<file path="src/rtl/data_mem_arbiter_pkg.sv">
// Shared definitions for the two-port data RAM arbiter: default widths,
// port indices and the read-return tag.
package mem_arb_pkg;

  localparam int ADDR_WIDTH_DEF = 16;
  localparam int DATA_WIDTH_DEF = 16;

  localparam logic PORT_CPU = 1'b0;
  localparam logic PORT_AUX = 1'b1;

  typedef struct packed {
    logic valid;
    logic owner;
  } rd_tag_t;

  function automatic logic [1:0] port_onehot(input logic idx);
    return idx ? 2'b10 : 2'b01;
  endfunction

endpackage

</file>
<file path="src/rtl/data_mem_arbiter_if.sv">
// One requester-side access port of the data RAM arbiter.
interface data_mem_arbiter_if
  import mem_arb_pkg::*;
#(
  parameter int ADDR_WIDTH = ADDR_WIDTH_DEF,
  parameter int DATA_WIDTH = DATA_WIDTH_DEF
);

  logic                  req;
  logic                  we;
  logic                  lock;
  logic [ADDR_WIDTH-1:0] addr;
  logic [DATA_WIDTH-1:0] wdata;
  logic                  gnt;
  logic                  rvalid;
  logic [DATA_WIDTH-1:0] rdata;

  modport master (
    output req, we, lock, addr, wdata,
    input  gnt, rvalid, rdata
  );

  modport slave (
    input  req, we, lock, addr, wdata,
    output gnt, rvalid, rdata
  );

endinterface

</file>
<file path="src/rtl/data_mem_arbiter_rr.sv">
// Two-input round-robin pick with lock override; purely combinational.
module rr_arbiter_2
  import mem_arb_pkg::*;
(
  input  logic [1:0] req,
  input  logic       last,
  input  logic       lock_valid,
  input  logic       lock_idx,
  output logic [1:0] gnt
);

  always_comb begin
    gnt = 2'b00;
    if (lock_valid && req[lock_idx]) begin
      gnt = port_onehot(lock_idx);
    end else begin
      unique case (req)
        2'b01:   gnt = 2'b01;
        2'b10:   gnt = 2'b10;
        2'b11:   gnt = port_onehot(~last);
        default: gnt = 2'b00;
      endcase
    end
  end

endmodule

</file>
<file path="src/rtl/data_mem_arbiter.sv">
// Shares one registered data RAM port between the CPU (port 0) and an
// auxiliary master (port 1); returns read data to the port that issued it.
module data_mem_arbiter
  import mem_arb_pkg::*;
#(
  parameter int ADDR_WIDTH = ADDR_WIDTH_DEF,
  parameter int DATA_WIDTH = DATA_WIDTH_DEF
) (
  input  logic                  clock,
  input  logic                  reset,
  data_mem_arbiter_if.slave     m0,
  data_mem_arbiter_if.slave     m1,
  output logic                  ram_we,
  output logic [ADDR_WIDTH-1:0] ram_addr,
  output logic [DATA_WIDTH-1:0] ram_wdata,
  input  logic [DATA_WIDTH-1:0] ram_rdata
);

  logic       last;
  logic       lock_valid;
  logic       lock_idx;
  rd_tag_t    rd_pend;

  logic [1:0] pick;
  logic [1:0] gnt;
  logic       granted;
  logic       winner;
  logic       win_lock;

  rr_arbiter_2 u_rr (
    .req        ({m1.req, m0.req}),
    .last       (last),
    .lock_valid (lock_valid),
    .lock_idx   (lock_idx),
    .gnt        (pick)
  );

  assign gnt     = reset ? 2'b00 : pick;
  assign granted = |gnt;
  assign winner  = gnt[1];

  assign m0.gnt = gnt[0];
  assign m1.gnt = gnt[1];

  // Idle cycles still present port 0's address so the RAM sees a stable bus.
  always_comb begin
    ram_we    = 1'b0;
    ram_addr  = m0.addr;
    ram_wdata = m0.wdata;
    win_lock  = 1'b0;
    if (gnt[0]) begin
      ram_we   = m0.we;
      win_lock = m0.lock;
    end else if (gnt[1]) begin
      ram_we    = m1.we;
      ram_addr  = m1.addr;
      ram_wdata = m1.wdata;
      win_lock  = m1.lock;
    end
  end

  always_ff @(posedge clock) begin
    if (reset) begin
      last       <= 1'b1;
      lock_valid <= 1'b0;
      lock_idx   <= PORT_CPU;
      rd_pend    <= '0;
    end else begin
      if (granted) begin
        last <= winner;
      end
      lock_valid <= granted && win_lock;
      lock_idx   <= winner;
      rd_pend    <= '{valid: granted && !ram_we, owner: winner};
    end
  end

  // Gated by reset so a read in flight when reset arrives is never returned.
  assign m0.rvalid = !reset && rd_pend.valid && (rd_pend.owner == PORT_CPU);
  assign m1.rvalid = !reset && rd_pend.valid && (rd_pend.owner == PORT_AUX);
  assign m0.rdata  = ram_rdata;
  assign m1.rdata  = ram_rdata;

endmodule

</file>
<file path="src/flat_wrapper.sv">
// flat-port wrapper written by rule: the top's interface ports become plain ports
module data_mem_arbiter_flat import mem_arb_pkg::*;
#(
  parameter int ADDR_WIDTH = ADDR_WIDTH_DEF,
  parameter int DATA_WIDTH = DATA_WIDTH_DEF
)
  (clock, reset, ram_we, ram_addr, ram_wdata, ram_rdata, m0_req, m0_we, m0_lock, m0_addr, m0_wdata, m0_gnt, m0_rvalid, m0_rdata, m1_req, m1_we, m1_lock, m1_addr, m1_wdata, m1_gnt, m1_rvalid, m1_rdata);
  data_mem_arbiter_if #(.ADDR_WIDTH(ADDR_WIDTH), .DATA_WIDTH(DATA_WIDTH)) m0_i ();
  data_mem_arbiter_if #(.ADDR_WIDTH(ADDR_WIDTH), .DATA_WIDTH(DATA_WIDTH)) m1_i ();
  input  logic clock;
  input  logic reset;
  output logic ram_we;
  output logic [ADDR_WIDTH-1:0] ram_addr;
  output logic [DATA_WIDTH-1:0] ram_wdata;
  input  logic [DATA_WIDTH-1:0] ram_rdata;
  input wire logic [$bits(m0_i.req)-1:0] m0_req;
  input wire logic [$bits(m0_i.we)-1:0] m0_we;
  input wire logic [$bits(m0_i.lock)-1:0] m0_lock;
  input wire logic [$bits(m0_i.addr)-1:0] m0_addr;
  input wire logic [$bits(m0_i.wdata)-1:0] m0_wdata;
  output wire logic [$bits(m0_i.gnt)-1:0] m0_gnt;
  output wire logic [$bits(m0_i.rvalid)-1:0] m0_rvalid;
  output wire logic [$bits(m0_i.rdata)-1:0] m0_rdata;
  input wire logic [$bits(m1_i.req)-1:0] m1_req;
  input wire logic [$bits(m1_i.we)-1:0] m1_we;
  input wire logic [$bits(m1_i.lock)-1:0] m1_lock;
  input wire logic [$bits(m1_i.addr)-1:0] m1_addr;
  input wire logic [$bits(m1_i.wdata)-1:0] m1_wdata;
  output wire logic [$bits(m1_i.gnt)-1:0] m1_gnt;
  output wire logic [$bits(m1_i.rvalid)-1:0] m1_rvalid;
  output wire logic [$bits(m1_i.rdata)-1:0] m1_rdata;
  assign m0_i.req = m0_req;
  assign m0_i.we = m0_we;
  assign m0_i.lock = m0_lock;
  assign m0_i.addr = m0_addr;
  assign m0_i.wdata = m0_wdata;
  assign m0_gnt = m0_i.gnt;
  assign m0_rvalid = m0_i.rvalid;
  assign m0_rdata = m0_i.rdata;
  assign m1_i.req = m1_req;
  assign m1_i.we = m1_we;
  assign m1_i.lock = m1_lock;
  assign m1_i.addr = m1_addr;
  assign m1_i.wdata = m1_wdata;
  assign m1_gnt = m1_i.gnt;
  assign m1_rvalid = m1_i.rvalid;
  assign m1_rdata = m1_i.rdata;
  data_mem_arbiter #(.ADDR_WIDTH(ADDR_WIDTH), .DATA_WIDTH(DATA_WIDTH)) u_core (.clock(clock), .reset(reset), .m0(m0_i), .m1(m1_i), .ram_we(ram_we), .ram_addr(ram_addr), .ram_wdata(ram_wdata), .ram_rdata(ram_rdata));
endmodule
</file>
<file path="config.mk">
export PLATFORM = sky130hd
export DESIGN_NAME = data_mem_arbiter_flat
export DESIGN_NICKNAME = d
export VERILOG_FILES = /design/src/rtl/data_mem_arbiter_pkg.sv /design/src/rtl/data_mem_arbiter_if.sv /design/src/rtl/data_mem_arbiter_rr.sv /design/src/rtl/data_mem_arbiter.sv /design/src/flat_wrapper.sv
export SDC_FILE = /design/constraint.sdc
export NUM_CORES = 1
export LEC_CHECK = 0
export BUFFER_PORTS_ARGS = -buffer_cell sky130_fd_sc_hd__buf_2
export CORE_UTILIZATION = 24
export DETAILED_ROUTE_END_ITERATION = 6
export HOLD_SLACK_MARGIN = 0.12
export PLACE_DENSITY = 0.87
export SETUP_SLACK_MARGIN = 0.05
export SLEW_MARGIN = 40
export SYNTH_ARGS = -nofsm -noshare
export SYNTH_HDL_FRONTEND = slang
export SYNTH_SLANG_ARGS = --single-unit
</file>
<file path="constraint.sdc">
create_clock -name clock -period 2.25 [get_ports clock]
set_clock_uncertainty 0.2 [all_clocks]
set_input_delay 0.45 -clock clock [delete_from_list [all_inputs] [get_ports clock]]
set_output_delay 0.45 -clock clock [all_outputs]
set_load 0.03 [all_outputs]
</file>
==> results.ini <==
[status]
status=finished with violations
violations=setup timing

[timing]
slew_headroom_pct=79.9
worstMarginPinSlew_ns=0.301
finalSetupViolCount=33
rsz0062_at_grt=true
period_share_pct=110
post-route-min-period_ns=2.48
hold_viol=0
fmax_mhz=403
setup_ws_ns=-0.230
maxSlewViolCount=0

[place]
gp_congestion=0.677
numPortBuffers=108
dp_slack_ns=-0.127
dp_hpwl_um=2220

[clock_network]
cts.sink_count=4
cts_setup_buffers=0
clk_pin_slew_ns=0.04
cts_made_buffers=3
cts_root_buffer=clkbuf_4
clk_latency_ns=0.24
ctsHoldBuffers=0
htreeDepth=1
cts_buffer_depth=2
cts_tree=done

[floorplan]
dieWidth_um=61.9
ios=157
num_rows=21
initial_core_util_pct=25.4
die_area_um2=3840
die_h_um=61.9
core_area_um2=3390

[routing]
drt-vias-per-instance=4.29
wl_per_cell_um=11.5
ant_nets=0
vias=953
first_iter_violations=6
route.detailed.drc=0
wl_um=2550
drt_pass1_iterations=3

[synthesis]
synth_compound_area_share_pct=10.7
yosys_warnings=0
synth-simple-area-share_pct=5.52
synth_top_family_by_area=multiplexers
synth-adder-area-share_pct=0
syn_area_per_cell_um2=9.69
netlist.area_leader.share_pct=39.2
synthArstFlopShare_pct=0
seq_area_frac_synth_pct=9.29
ys_top_cells_by_count=buf_4, mux2_2, dfxtp_1, buf_6
ys_ff_latch=4
synth.net_count=177
synth_top_area_cell=mux2_2
synth_cell_types=19
synth_xor_area_share_pct=0
syn_area_um2=862
yosysMostFrequentCell=buf_4
muxShareOfSynthArea_pct=41.8
synth_flop_cell=dfxtp_1
postSynthCellCount=89
ys_top_cells_by_area=mux2_2, buf_4, dfxtp_1, buf_6, a311oi_4
synth_edf_count=0

[critical_path]
cp_data_required_time_ns=1.60
cp-end-kind=output port
critPathMaxFanout=17
arrival_ns=1.83
worstSetupPathType=reg2out
start_kind=flop

[power_and_ir_drop]
peakVddDrop_v=0.000219
powerDensity_nw_per_um2=376
p_clk_share_pct=17.8
leakagePower_uw=0.000737
seq_power_share_pct=15.8
p_comb_share_pct=66.5
switching_share_pct=42.6
p_int_uw=290
switchingPower_uw=215

[global_routing]
gr-total-overflow=0
track_usage_pct=11.9
grt_pass1_wl_um=3290
grt_pass1_vias=843
grt_max_degree=18
antenna_found_initial=0

[finish]
utilization_pct=39.6
num_antenna_cells=0
fillCellCount=337
final_nets=266
area_growth_pct=55.9
drive_gt1_share_pct=89.2

[worst_hold_path]
worstHoldPathType=in2reg

[job]
drv_cap=0

cell families (layout without fill, tap and decap cells):
family,after synthesis,in the layout
compound gates,9,9
buf+inv,37,124
flops,4,4
mux,32,32
simple gates,7,7
metal layers:
metal	GRT usage, %	part of all wire [%]	up-vias
li1	-	-	459
met4	6.98	2.0	0
met2	22.6	51	64
met3	4.14	9.7	8
met5	0	0	-
met1	10.8	38	422
registers in the layout, indices dropped and copies added, names as in the netlist:
name / flops
u_core.lock_valid: 1
u_core.last: 1
u_core.rd_pend: 2
power by group through the flow:
stage / clock network, uW / registers, uW / logic [uW]
floorplan: 0 / 80.4 / 314
global placement: 0 / 80.3 / 328
detailed placement: 0 / 80.8 / 334
CTS: 94.2 / 79.7 / 339
global route: 95.5 / 80.1 / 362
finish: 89.6 / 79.7 / 336
critical path: stages, from the launching register on:
cell and delay, ns:
dfxtp_1 0.30, or2_4 0.26, a311oi_4 0.25, buf_6 0.25
mux2_2 0.35, buf_2 0.18
cell type report:
type                    count  area (um^2)  share of cell area [%]
clock buffers               3         22.5                    1.68
inverters                   2         7.51                   0.559
multi-input cells          48          541                    40.2
flip-flops and latches      4         80.1                    5.96
well taps                  46         57.6                    4.28
repair buffers            119          636                    47.3
what timing repair did:
item                       in CTS  in global routing
resized for setup               4                  0
pin swaps                       0                  1
setup endpoints to repair      35                 35
layout by cell type (no fill, tap or decap), drive strengths merged:
cell	netlist	layout
a22o	2	2
a311oi	3	3
and3b	1	1
nor3b	1	1
or2b	1	1
a21o	2	2
nand3	1	1
clkbuf	0	3
or2	1	1
mux2	32	32
buf	35	119
inv	2	2
dfxtp	4	4
o21bai	1	1
nand2b	1	1
nand2	1	1
a221oi	1	1
through the flow:
stage          total power (uW)  cell area [um^2]  setup TNS (ns)  cells  hold WS (ns)
3_3_place_gp                408              1310           -2.67    219         0.431
2_1_floorplan               394               902          -0.189     89         0.322
4_1_cts                     513              1340           -7.52    222         0.211
3_5_place_dp                415              1310           -3.10    219         0.456
5_1_grt                     538              1340           -8.51    222         0.246
6_report                    505              1340           -6.72    222         0.220
final timing paths:
kind                from           endpoint  slack, ns  cells past startpoint
min reg2reg  u_core.last        u_core.last       0.46                      3
min                m0_we  u_core.rd_pend[1]       0.22                      2
max reg2reg  u_core.last  u_core.rd_pend[1]       0.63                      5
max          u_core.last      ram_wdata[14]      -0.23                      5
(Power assumes the default switching activity.)
